<file path="src/rtl/button_autorepeat.sv">
// rtl/button_autorepeat.sv - debounced push-button with press pulse and auto-repeat
// One instance per clock-setting button; output_pulse feeds an adjust counter.
module button_autorepeat #(
  parameter int SAMPLE_DIV     = 315_000,
  parameter int STABLE_SAMPLES = 3,
  parameter int HOLD_SAMPLES   = 80,
  parameter int REPEAT_SAMPLES = 20
) (
  input  logic video_clk,
  input  logic reset_n,
  input  logic button_in,
  output logic output_pulse,
  output logic pressed,
  output logic repeating
);

  localparam int DIV_W   = (SAMPLE_DIV > 2) ? $clog2(SAMPLE_DIV) : 1;
  localparam int STAB_W  = (STABLE_SAMPLES > 2) ? $clog2(STABLE_SAMPLES) : 1;
  localparam int REP_MAX = (HOLD_SAMPLES > REPEAT_SAMPLES) ? HOLD_SAMPLES : REPEAT_SAMPLES;
  localparam int REP_W   = $clog2(REP_MAX + 1);

  localparam logic [DIV_W-1:0]  DIV_LAST  = DIV_W'(SAMPLE_DIV - 1);
  localparam logic [STAB_W-1:0] STAB_LAST = STAB_W'(STABLE_SAMPLES - 1);
  localparam logic [REP_W-1:0]  HOLD_N    = REP_W'(HOLD_SAMPLES);
  localparam logic [REP_W-1:0]  REPEAT_N  = REP_W'(REPEAT_SAMPLES);

  localparam logic [1:0] IDLE   = 2'd0;
  localparam logic [1:0] HOLD   = 2'd1;
  localparam logic [1:0] REPEAT = 2'd2;

  logic              sync0, sync1;
  logic [DIV_W-1:0]  div_cnt;
  logic [STAB_W-1:0] stab_cnt, stab_next;
  logic [REP_W-1:0]  rep_cnt, rep_next, rep_inc;
  logic [1:0]        state, state_next;
  logic              pressed_next, pulse_next, sample_edge;

  assign sample_edge = (div_cnt == DIV_LAST);
  assign rep_inc     = rep_cnt + 1'b1;

  always_comb begin
    pressed_next = pressed;
    stab_next    = stab_cnt;
    if (sync1 == pressed) begin
      stab_next = '0;
    end else if (stab_cnt == STAB_LAST) begin
      pressed_next = ~pressed;
      stab_next    = '0;
    end else begin
      stab_next = stab_cnt + 1'b1;
    end
  end

  // FSM sees the level that pressed takes on this same sample edge.
  always_comb begin
    state_next = state;
    rep_next   = rep_cnt;
    pulse_next = 1'b0;
    case (state)
      IDLE: begin
        if (pressed_next && !pressed) begin
          pulse_next = 1'b1;
          state_next = HOLD;
          rep_next   = '0;
        end
      end
      HOLD: begin
        if (!pressed_next) begin
          state_next = IDLE;
          rep_next   = '0;
        end else if (rep_inc == HOLD_N) begin
          pulse_next = 1'b1;
          state_next = REPEAT;
          rep_next   = '0;
        end else begin
          rep_next = rep_inc;
        end
      end
      REPEAT: begin
        // A release on a due-repeat edge suppresses that pulse.
        if (!pressed_next) begin
          state_next = IDLE;
          rep_next   = '0;
        end else if (rep_inc == REPEAT_N) begin
          pulse_next = 1'b1;
          rep_next   = '0;
        end else begin
          rep_next = rep_inc;
        end
      end
      default: begin
        state_next = IDLE;
        rep_next   = '0;
      end
    endcase
  end

  always_ff @(posedge video_clk or negedge reset_n) begin
    if (!reset_n) begin
      sync0        <= 1'b0;
      sync1        <= 1'b0;
      div_cnt      <= '0;
      stab_cnt     <= '0;
      rep_cnt      <= '0;
      state        <= IDLE;
      pressed      <= 1'b0;
      repeating    <= 1'b0;
      output_pulse <= 1'b0;
    end else begin
      sync0 <= button_in;
      sync1 <= sync0;
      if (sample_edge) begin
        div_cnt      <= '0;
        stab_cnt     <= stab_next;
        pressed      <= pressed_next;
        state        <= state_next;
        rep_cnt      <= rep_next;
        repeating    <= (state_next == REPEAT);
        output_pulse <= pulse_next;
      end else begin
        div_cnt      <= div_cnt + 1'b1;
        output_pulse <= 1'b0;
      end
    end
  end

endmodule
</file>
<file path="config.mk">
export PLATFORM = sky130hd
export DESIGN_NAME = button_autorepeat
export DESIGN_NICKNAME = d
export VERILOG_FILES = /design/src/rtl/button_autorepeat.sv
export SDC_FILE = /design/constraint.sdc
export NUM_CORES = 1
export LEC_CHECK = 0
export ABC_AREA = 1
export CORE_MARGIN = 2
export CORE_UTILIZATION = 38
export DETAILED_ROUTE_END_ITERATION = 10
export SETUP_SLACK_MARGIN = 0.05
export SLEW_MARGIN = 20
export SYNTH_ARGS = -nofsm -noshare
export SYNTH_HDL_FRONTEND = slang
export SYNTH_SLANG_ARGS = --single-unit
</file>
<file path="constraint.sdc">
create_clock -name video_clk -period 3.65 [get_ports video_clk]
set_input_delay 0.5475 -clock video_clk [delete_from_list [all_inputs] [get_ports video_clk]]
set_output_delay 0.5475 -clock video_clk [all_outputs]
set_load 0.03 [all_outputs]
</file>
After elaboration in Yosys (flattened, before gate mapping)
Index checks and enable logic that the tools add are counted.
{"block": "totals", "ff_bits": 35, "elab_cells": 49, "output_inout_bits": 3}
{"block": "op_classes", "add_sub_neg": 3, "bitwise_logic": 1, "mux": 23, "eq_ne": 9, "n_reduce_logical": 4}
{"operator": "2-to-1 mux 7 bit", "n": 5}
{"operator": "one-hot mux 7 bit (3 select lines)", "n": 1}
{"operator": "adder 19 x 1 -> 19 bit, second input constant", "n": 1}
{"operator": "== test 19 bit, second input constant", "n": 1}
{"operator": "2-to-1 mux 19 bit", "n": 1}
{"operator": "2-to-1 mux 2 bit", "n": 6}
{"operator": "2-to-1 mux 1 bit", "n": 8}
{"operator": "adder 7 x 1 -> 7 bit, second input constant", "n": 1}
{"operator": "== test 7 x 5 -> 1 bit, second input constant", "n": 1}
{"operator": "== test 7 bit, second input constant", "n": 1}
{"operator": "== test 2 bit, second input constant", "n": 3}
{"operator": "one-hot mux 2 bit (3 select lines)", "n": 1}
{"operator": "one-hot mux 1 bit (3 select lines)", "n": 1}
{"operator": "adder 2 x 1 -> 2 bit, second input constant", "n": 1}
{"operator": "== test 2 x 1 -> 1 bit, second input constant", "n": 1}
{"operator": "zero test 2 bit", "n": 1}
{"operator": "inequality test 2 bit, second input constant", "n": 1}
{"operator": "AND reduction 2 bit", "n": 1}
{"operator": "== test 1 bit", "n": 1}
{"operator": "logical AND 1 bit", "n": 1}
{"operator": "zero test 1 bit", "n": 1}
{"operator": "inverter 1 bit", "n": 1}

Depth between registers and ports, before layout
Gate-level depths: netlist of the first run.
{"block": "depth", "ltp_word": 7, "mapped_depth": 14, "ltp_nobuf": 14}

Least setup slack after synthesis of the first run
Ideal clock, no wire load.
{"block": "synth_timing", "path_kind": "reg2reg", "start": "reg rep_cnt[0]", "end": "reg rep_cnt[0]", "path_slack_ns": 1.971, "arrival_time_ns": 1.558, "stages_incl_launch_ff": 12, "setup_ns": 0.121, "cell_sequence": "dfrtp_1 -> ha_1 -> nand2_1 -> inv_1 -> nand3_1 -> nand2_1 -> nor2_1 -> nand2_1 -> o21ai_1 -> nand2_1 -> nand2_2 -> o21ai_2"}
{"block": "synth_between", "elab_chain_cells": 5, "elab_cells_between_ends": 8, "classes_between": "add/sub: 1; eq/ne: 2; mux: 5"}
{"element": "start, declared", "line_no": "34", "source": "logic [REP_W-1:0] rep_cnt, rep_next, rep_inc;"}
{"element": "start signal, assigned", "line_no": "117", "source": "rep_cnt <= rep_next;"}
{"element": "adder 7 x 1 -> 7 bit *", "line_no": "39", "source": "assign rep_inc = rep_cnt + 1'b1;"}
{"element": "== test 7 x 5 -> 1 bit / == test 7 bit (equally long branches)", "line_no": "84, 71"}
{"element": "2-to-1 mux 7 bit, on equally long branches", "line_no": "84, 71"}
{"element": "2-to-1 mux 7 bit, on equally long branches", "line_no": "81, 68"}
{"element": "one-hot mux 7 bit (3 select lines) *", "line_no": "59", "source": "case (state)"}
Every way passes the cells marked *; elsewhere a longest branch is shown, timed or not.
A chain may end at the register's enable or synchronous reset.

Worst setup path in the final report of the first run
{"block": "layout_timing", "start": "reg div_cnt[0]", "end": "reg rep_cnt[0]"}
{"block": "layout_between", "elab_chain_cells": 2}
{"element": "start, declared", "line_no": "32", "source": "logic [DIV_W-1:0] div_cnt;"}
{"element": "start signal, assigned", "line_no": "121", "source": "div_cnt <= div_cnt + 1'b1;"}
{"element": "== test 19 bit", "line_no": "38", "source": "assign sample_edge = (div_cnt == DIV_LAST);"}
{"element": "AND reduction 2 bit (no line)"}
No other way between the ends.

==> results of run 1 <==
## synth_stat cells, drive strengths merged
| cell | n | area (µm²) |
|---|---|---|
| o31ai | 2 | 20.0 |
| nor3b | 2 | 15.0 |
| and2 | 1 | 6.26 |
| nor2 | 34 | 170 |
| xor2 | 5 | 43.8 |
| nand3 | 23 | 130 |
| a21oi | 8 | 47.6 |
| nor3 | 7 | 46.3 |
| o211ai | 1 | 7.51 |
| nor4 | 6 | 50.0 |
| o21ai | 14 | 77.6 |
| ha | 6 | 75.1 |
| dfrtp | 35 | 876 |
| o211a | 1 | 10.0 |
| nand2 | 68 | 278 |
| or2 | 2 | 12.5 |
| inv | 37 | 139 |
| o21bai | 2 | 15.0 |
| nand3b | 1 | 7.51 |
| nand4 | 11 | 68.8 |
## area by class of cell
cell class	instances	area [µm²]
fill	562	3080
multi-input combinational	194	1080
sequential	35	876
inverter	37	139
tap	72	90.1
clock buffer	5	68.8
timing repair buffer	5	45.0
clock inverter	3	23.8
## path summary, 6_finish.rpt
check,end,slack [ps],cells after the start
max,rep_cnt[0],1670,7
max reg2reg,rep_cnt[0],1670,7
max in group asynchronous,div_cnt[14],2810,1
min,div_cnt[7],330,1
min reg2reg,sync1,360,0
min in group video_clk,sync1,360,0
## per-stage QoR
stage / utilization (%) / cell area, µm² / power (mW)
after floorplan: - / 2100 / 0.398
after global placement: 41.3 / 2230 / 0.407
final: 43.0 / 2320 / 0.692
after global routing: 43.0 / 2320 / 0.725
after CTS: 43.0 / 2320 / 0.705
after detailed placement: 41.3 / 2230 / 0.408
## state kept, by name (all words and copies together), names as in the netlist
register,cells
pressed,1
div_cnt,19
sync0,1
stab_cnt,2
sync1,1
repeating,1
output_pulse,1
rep_cnt,7
state,2
## cells by family (layout without fill, tap and decap cells)
logic type / count (synthesis) / in the layout / synth area share (%)
compound gates: 28 / 28 / 8.48
xor+xnor: 5 / 5 / 2.09
fa+ha+maj: 6 / 6 / 3.58
buf+inv: 37 / 50 / 6.63
flops: 35 / 35 / 41.8
simple gates: 155 / 155 / 37.4
## power by group through the flow
| stage | Sequential [mW] | Combinational [mW] | Clock, mW |
|---|---|---|---|
| floorplan | 0.397 | 0.00134 | 0 |
| global route | 0.389 | 0.0126 | 0.323 |
| finish | 0.389 | 0.0103 | 0.293 |
| CTS | 0.389 | 0.0112 | 0.305 |
| detailed placement | 0.397 | 0.0112 | 0 |
| global placement | 0.397 | 0.0109 | 0 |
## per-layer routing
metal | track usage, % | vias up
met4 | 5.79 | 0
met3 | 3.56 | 6
met5 | 0 | -
li1 | - | 899
met2 | 27.9 | 26
met1 | 20.1 | 814
## worst max-delay path: cells and delay by family, from the launching register on
kind,cells,cell delay (ps)
AO/OA/AOI/OAI,1,120
adder cells (fa/ha/maj),1,270
flip-flops,1,400
AND/OR/NAND/NOR,5,1130
==> impl_metrics.py, run 1 <==
metrics = {
    "power": {
        "comb_power_share_pct": 1.5,
        "power.switching_mw": 0.165,
        "p_sw_share_pct": 23.9,
        "p_int_mw": 0.527,
        "powerDensity_nw_per_um2": 298,
        "pwr-share-seq_pct": 56.2,
        "p_leak_nw": 1.06,
        "ir_drop_uv": 181,
        "clkPwrFrac_pct": 42.3,
    },
    "clock_tree": {
        "cts_tree": "built",
        "clock_sinks": 35,
        "clk_pin_slew_ps": 80,
        "worstSkewPairLatency_ps": 290,
        "ctsRootBufferMaster": "clkbuf_8",
        "cts_buffers": 5,
        "cts_hold_buffers": 0,
        "ctsResizeCount": 0,
        "htreeDepth": 2,
        "postCtsSetupBuffers": 0,
        "clk_path_buf_depth": 2,
    },
    "routing": {
        "post-route-drc-count": 0,
        "routed.top_layer": "met4",
        "vias_per_cell": 4.97,
        "drtPass1Iterations": 4,
        "via_count": 1745,
        "wl_met2_mm": 2.13,
        "met3_length_um": 141,
        "drtAntennaViolNets": 0,
        "wire_per_inst_um": 12.6,
        "wl_mm": 4.42,
        "wl_met1_mm": 2.09,
        "drt_iter0_drc": 86,
    },
    "yosys": {
        "syn_inst": 266,
        "syn_area_per_cell_um2": 7.88,
        "syn-cell-area_um2": 2100,
        "ys_types": 32,
        "yosysSeqAreaShare_pct": 41.8,
        "ys_warn_count": 0,
        "ys_ff_latch": 35,
        "syn_nets": 275,
    },
    "sta": {
        "slew_violations": 0,
        "finalSetupTns_ps": 0,
        "fin_crit_ps": 1980,
        "setup_viol": 0,
        "timing.hold.ws_ps": 332,
        "period_share_pct": 54.3,
        "skew_ps": 7.80,
        "fmax_mhz": 505,
        "grt_setup_unrepaired": "false",
        "relSlewSlack_pct": 47.1,
        "hold_violations": 0,
        "layout_setup_ws_ps": 1670,
        "worst_pin_slew_ps": 793,
    },
    "floorplan": {
        "die_area_um2": 6130,
        "core-area_um2": 5410,
        "dieWidth_um": 78.3,
        "rows": 27,
        "initial_core_util_pct": 38.8,
        "dieHeight_um": 78.3,
        "io_pins": 6,
    },
    "worst_setup_path": {
        "critPathRequiredTime_ps": 3870,
        "crit_type": "reg2reg",
        "critPathLaunch": "div_cnt[0]",
        "path_common_cell": "nand2_2",
        "arrival_ps": 2200,
        "worst_setup_path_start_kind": "register",
        "critical-path-slowest-cell": "dfrtp_1",
        "setup.worst_path.end_class": "register",
        "rr_startpoint": "div_cnt[0]",
        "cpPeakStageDelay_ps": 400,
        "crit_chain": "ha_1 -> nand2_2 -> nor4_2 -> nand4_1 -> nor2_2 -> nand2_2 -> o21ai_2",
        "cp_max_fo": 5,
    },
    "cells_and_area": {
        "stdcell_count": 351,
        "final_layout_size_suffix_gt1_share_pct": 15.1,
        "fin_nets": 287,
        "layout_commonest_cell": "nand2_1",
        "diodes": 0,
        "area_delta_synth_final_pct": 10.9,
        "final_cell_mix": "nand2_1, dfrtp_1, inv_1",
    },
    "placed_design": {
        "gp_congestion": 0.891,
        "pre_cts_ws_ps": 1700,
        "dp_hpwl_mm": 3.36,
        "place_inst": 343,
        "portBuffers": 5,
    },
    "min_path": {
        "min_path_type": "in2async",
    },
    "grt": {
        "grt-ovfl-total": 0,
        "grt_pass1_vias": 1691,
        "groute.usage.overall_pct": 16.3,
        "antenna_found_initial": 0,
        "grt_max_degree": 36,
        "grt_pass1_wl_mm": 7.80,
    },
    "status": {
        "status": "finished, final reports clean",
    },
    "flow_run": {
        "max_cap_viol_count": 0,
    },
}
Power figures use the tool's default switching activity.
==> run 2, diff against run 1 <==
Clock period 3.65 ns to 1.6 ns, I/O delays scaled along.
==> impl_metrics.py, run 2 (synthesized netlist as in run 1, its figures left out) <==
metrics = {
    "routing": {
        "via_count": 1991,
        "drtPass1Iterations": 4,
        "met3_length_um": 147,
        "drtAntennaViolNets": 0,
        "wl_mm": 5.11,
        "vias_per_cell": 4.98,
        "wire_per_inst_um": 12.8,
        "post-route-drc-count": 0,
        "drt_iter0_drc": 76,
        "wl_met2_mm": 2.46,
        "wl_met1_mm": 2.39,
        "routed.top_layer": "met4",
    },
    "floorplan": {
        "rows": 27,
        "die_area_um2": 6130,
        "dieWidth_um": 78.3,
        "io_pins": 6,
        "core-area_um2": 5410,
        "dieHeight_um": 78.3,
        "initial_core_util_pct": 38.8,
    },
    "power": {
        "p_leak_nw": 1.40,
        "powerDensity_nw_per_um2": 549,
        "ir_drop_uv": 382,
    },
    "sta": {
        "skew_ps": 9.95,
        "worst_pin_slew_ps": 389,
        "slew_violations": 0,
        "relSlewSlack_pct": 73.8,
        "layout_setup_ws_ps": -56.9,
        "grt_setup_unrepaired": "true",
        "period_share_pct": 104,
        "hold_violations": 0,
        "setup_viol": 7,
        "fin_crit_ps": 1660,
        "fmax_mhz": 604,
    },
    "placed_design": {
        "portBuffers": 5,
        "gp_congestion": 0.857,
        "dp_hpwl_mm": 3.62,
        "place_inst": 378,
        "place_area_um2": 2550,
    },
    "clock_tree": {
        "ctsRootBufferMaster": "clkbuf_8",
        "cts_tree": "built",
        "clock_sinks": 35,
        "clk_path_buf_depth": 2,
        "clk_pin_slew_ps": 80,
        "cts_buffers": 5,
        "worstSkewPairLatency_ps": 300,
        "htreeDepth": 2,
    },
    "grt": {
        "groute.usage.overall_pct": 17.5,
        "grt_pass1_vias": 1886,
        "grt_max_degree": 36,
        "grt_pass1_wl_mm": 8.49,
        "antenna_found_initial": 0,
        "grt-ovfl-total": 0,
    },
    "cells_and_area": {
        "stdcell_count": 400,
        "fin_nets": 336,
        "final_layout_size_suffix_gt1_share_pct": 39.3,
        "largest_registers": "div_cnt x19, rep_cnt x7",
        "final_cell_mix": "nand2_1, buf_4, dfrtp_1",
        "diodes": 0,
        "largest_register_ffs": 19,
        "register_area_um2": 878,
        "n_fill_cell": 517,
        "layout_commonest_cell": "nand2_1",
        "multiInputGateArea_um2": 1280,
        "fin_area_um2": 2950,
        "area_delta_synth_final_pct": 40.5,
        "top_register": "div_cnt",
    },
    "worst_setup_path": {
        "worst_setup_path_start_kind": "register",
        "cp_max_fo": 3,
        "arrival_ps": 1840,
        "setup.worst_path.end_class": "register",
        "crit_type": "reg2reg",
        "critPathRequiredTime_ps": 1780,
    },
    "status": {
        "status": "finished, violations left",
        "violations": "setup timing",
    },
    "min_path": {
        "min_path_type": "reg2reg",
    },
    "flow_run": {
        "max_cap_viol_count": 0,
    },
}
[run 2: area by class of cell]
| type | count | area share (%) |
|---|---|---|
| multi-input combinational | 194 | 43.5 |
| sequential | 35 | 29.8 |
| clock inverter | 2 | 0.552 |
| timing repair buffer | 54 | 15.3 |
| tap | 72 | 3.06 |
| inverter | 37 | 4.89 |
| clock buffer | 6 | 2.80 |
[run 2: stage by stage]
step | total power, mW | worst slack, ps | utilization [%] | hold WS, ps | setup TNS [ps]
floorplan | 0.908 | 32.0 | - | -55.6 | 0
global placement | 0.936 | -23.9 | 47.1 | 215 | -76.6
detailed placement | 0.936 | -61.6 | 47.1 | 216 | -173
CTS | 1.64 | -28.8 | 50.3 | 362 | -84.0
global route | 1.69 | -206 | 54.5 | 383 | -1920
finish | 1.62 | -56.9 | 54.5 | 359 | -307
[run 2: power breakdown]
group	leakage [nW]	total, mW	internal, mW	switching (mW)
registers	0.467	0.887	0.886	0.000888
logic	0.881	0.0320	0.0108	0.0213
clock network	0.0474	0.699	0.351	0.347
[run 2: what timing repair did]
item / in CTS / in global routing
hold endpoints to repair: 35 / 0
pin swaps: 8 / 23
setup endpoints to repair: 19 / 25
hold buffers: 1 / 0
setup buffers: 5 / 9
gates resized for setup: 8 / 48
[run 2: layer usage]
metal,up-vias,track usage (%)
met5,-,0
met4,0,5.79
met3,11,3.45
met2,28,28.7
met1,955,23.2
li1,997,-
[run 2: path summary, 6_finish.rpt]
path,startpoint,to,slack [ps],cells past startpoint
max in group asynchronous,reset_n,rep_cnt[3],980,3
setup reg to reg,rep_cnt[1],state[0],-60,12
hold reg to reg,sync0,sync1,360,0
setup / recovery,rep_cnt[1],state[0],-60,12
hold / removal,sync0,sync1,360,0
min in group asynchronous,reset_n,div_cnt[6],430,3
[run 2: worst max-delay path: stages (launching register included)]
cell and delay [ps]:
dfrtp_1 360, ha_2 210, nand2_4 80, o21bai_1 180, nand2_2 100, nor2_4 140, nand2_2 80, nand2_2 90
nand2_2 60, nand2_1 60, nand2_1 70, nand3_1 60, nand2_1 50
==> run 3, diff against run 2 <==
Settings changed: SKIP_CTS_REPAIR_TIMING set to 1.
==> impl_metrics.py, run 3 (synthesized netlist as in run 1, its figures left out) <==
metrics = {
    "status": {
        "status": "finished, violations left",
        "violations": "setup timing",
    },
    "grt": {
        "antenna_found_initial": 0,
        "grt-ovfl-total": 0,
        "grt_use_met3_pct": 3.45,
        "grt_pass1_vias": 1828,
        "busiest_layer": "met2",
        "grt_max_degree": 36,
        "grt_pass1_wl_mm": 8.27,
        "met1_usage_pct": 22.9,
        "use_met2_pct": 27.7,
        "groute.usage.overall_pct": 17.1,
    },
    "placed_design": {
        "place_area_um2": 2550,
        "portBuffers": 5,
        "place_inst": 378,
        "gp_congestion": 0.857,
        "dp_hpwl_mm": 3.62,
    },
    "worst_setup_path": {
        "arrival_ps": 1860,
        "crit_chain": "inv_2 -> buf_4 -> buf_4 -> nand4_1 -> nor3_4 -> nand3b_1 -> a21oi_2 -> or2_1",
        "worst_setup_path_start_kind": "register",
        "setup.worst_path.end_class": "register",
        "crit_family": "simple AND/OR/NAND/NOR gates",
        "critical-path-slowest-cell": "dfrtp_1",
        "path_common_cell": "buf_4",
        "cpPeakStageDelay_ps": 390,
        "critPathRequiredTime_ps": 1830,
        "cp_max_fo": 4,
        "crit_type": "reg2reg",
        "critPathBufInv": 3,
    },
    "floorplan": {
        "initial_core_util_pct": 38.8,
        "core-area_um2": 5410,
        "dieHeight_um": 78.3,
        "rows": 27,
        "dieWidth_um": 78.3,
        "io_pins": 6,
        "die_area_um2": 6130,
    },
    "routing": {
        "vias_per_cell": 4.98,
        "drtPass1Iterations": 4,
        "drtAntennaViolNets": 0,
        "drt_iter0_drc": 69,
        "wl_mm": 4.98,
        "post-route-drc-count": 0,
        "wire_per_inst_um": 12.6,
        "via_count": 1969,
    },
    "cells_and_area": {
        "layout_commonest_cell": "nand2_1",
        "largest_register_ffs": 19,
        "stdcell_count": 395,
        "largest_registers": "div_cnt x19, rep_cnt x7",
        "fin_nets": 331,
        "final_layout_size_suffix_gt1_share_pct": 36.8,
        "top_register": "div_cnt",
        "final_cell_mix": "nand2_1, buf_4, dfrtp_1",
        "fin_area_um2": 2870,
        "area_delta_synth_final_pct": 37.1,
        "diodes": 0,
    },
    "sta": {
        "grt_setup_unrepaired": "true",
        "fin_crit_ps": 1630,
        "relSlewSlack_pct": 75.0,
        "finalSetupTns_ps": -162,
        "layout_setup_ws_ps": -27.4,
        "timing.hold.ws_ps": 359,
        "worst_pin_slew_ps": 374,
        "setup_viol": 7,
        "skew_ps": 11.6,
        "hold_violations": 0,
        "slew_violations": 0,
        "fmax_mhz": 614,
        "period_share_pct": 102,
    },
    "power": {
        "p_leak_nw": 1.37,
        "powerDensity_nw_per_um2": 564,
        "ir_drop_uv": 382,
    },
    "min_path": {
        "min_path_type": "reg2reg",
    },
    "flow_run": {
        "max_cap_viol_count": 0,
    },
    "clock_tree": {
        "cts_tree": "built",
        "clk_pin_slew_ps": 70,
        "clk_path_buf_depth": 2,
        "clock_sinks": 35,
        "ctsRootBufferMaster": "clkbuf_8",
        "worstSkewPairLatency_ps": 300,
        "cts_buffers": 5,
        "htreeDepth": 2,
    },
}
run 3: cell types whose count changed in the layout (fill, tap and decap cells not counted), moves of 2 or more:
cell | previous run | this run
buf_4 | 43 | 37
nand3_1 | 12 | 15
nand3_2 | 10 | 7
dlygate4sd2_1 | 2 | 0
run 3: cell type report:
class | instances | area, µm²
Sequential cell | 35 | 877
Clock buffer | 6 | 82.6
Inverter | 37 | 141
Fill cell | 522 | 2530
Clock inverter | 2 | 16.3
Multi-Input combinational cell | 194 | 1240
Tap cell | 72 | 90.1
Timing Repair Buffer | 49 | 423
run 3: power breakdown:
part	internal, mW	switching, mW	leakage, nW
clock network	0.352	0.352	0.0474
logic	0.0108	0.0208	0.853
registers	0.886	0.000883	0.468
run 3: metal layers:
layer | up-vias | routed length, µm
met5 | - | 0
met4 | 0 | 96
met3 | 11 | 107
met2 | 26 | 2400
met1 | 940 | 2370
li1 | 992 | -
run 3: per-stage QoR:
stage / setup WS (ps) / power (mW) / utilization, %
2_1_floorplan: 32.0 / 0.908 / -
3_3_place_gp: -23.9 / 0.936 / 47.1
3_5_place_dp: -61.6 / 0.936 / 47.1
4_1_cts: -87.4 / 1.64 / 49.0
5_1_grt: -194 / 1.69 / 53.2
6_report: -27.4 / 1.62 / 53.2
run 3: worst paths after layout:
check | cells after the start | endpoint | start | slack (ps)
worst max-delay path | 8 | state[1] | div_cnt[13] | -30
worst min-delay path | 0 | sync1 | sync0 | 360
worst max register to register | 8 | state[1] | div_cnt[13] | -30
worst min register to register | 0 | sync1 | sync0 | 360
max in group asynchronous | 3 | div_cnt[3] | reset_n | 980
min in group asynchronous | 3 | rep_cnt[5] | reset_n | 420
run 3: worst reg2reg max path: stages, from the launching register on:
cell	delay [ps]
dfrtp_1	390
inv_2	80
buf_4	110
buf_4	90
nand4_1	150
nor3_4	350
nand3b_1	140
a21oi_2	130
or2_1	120
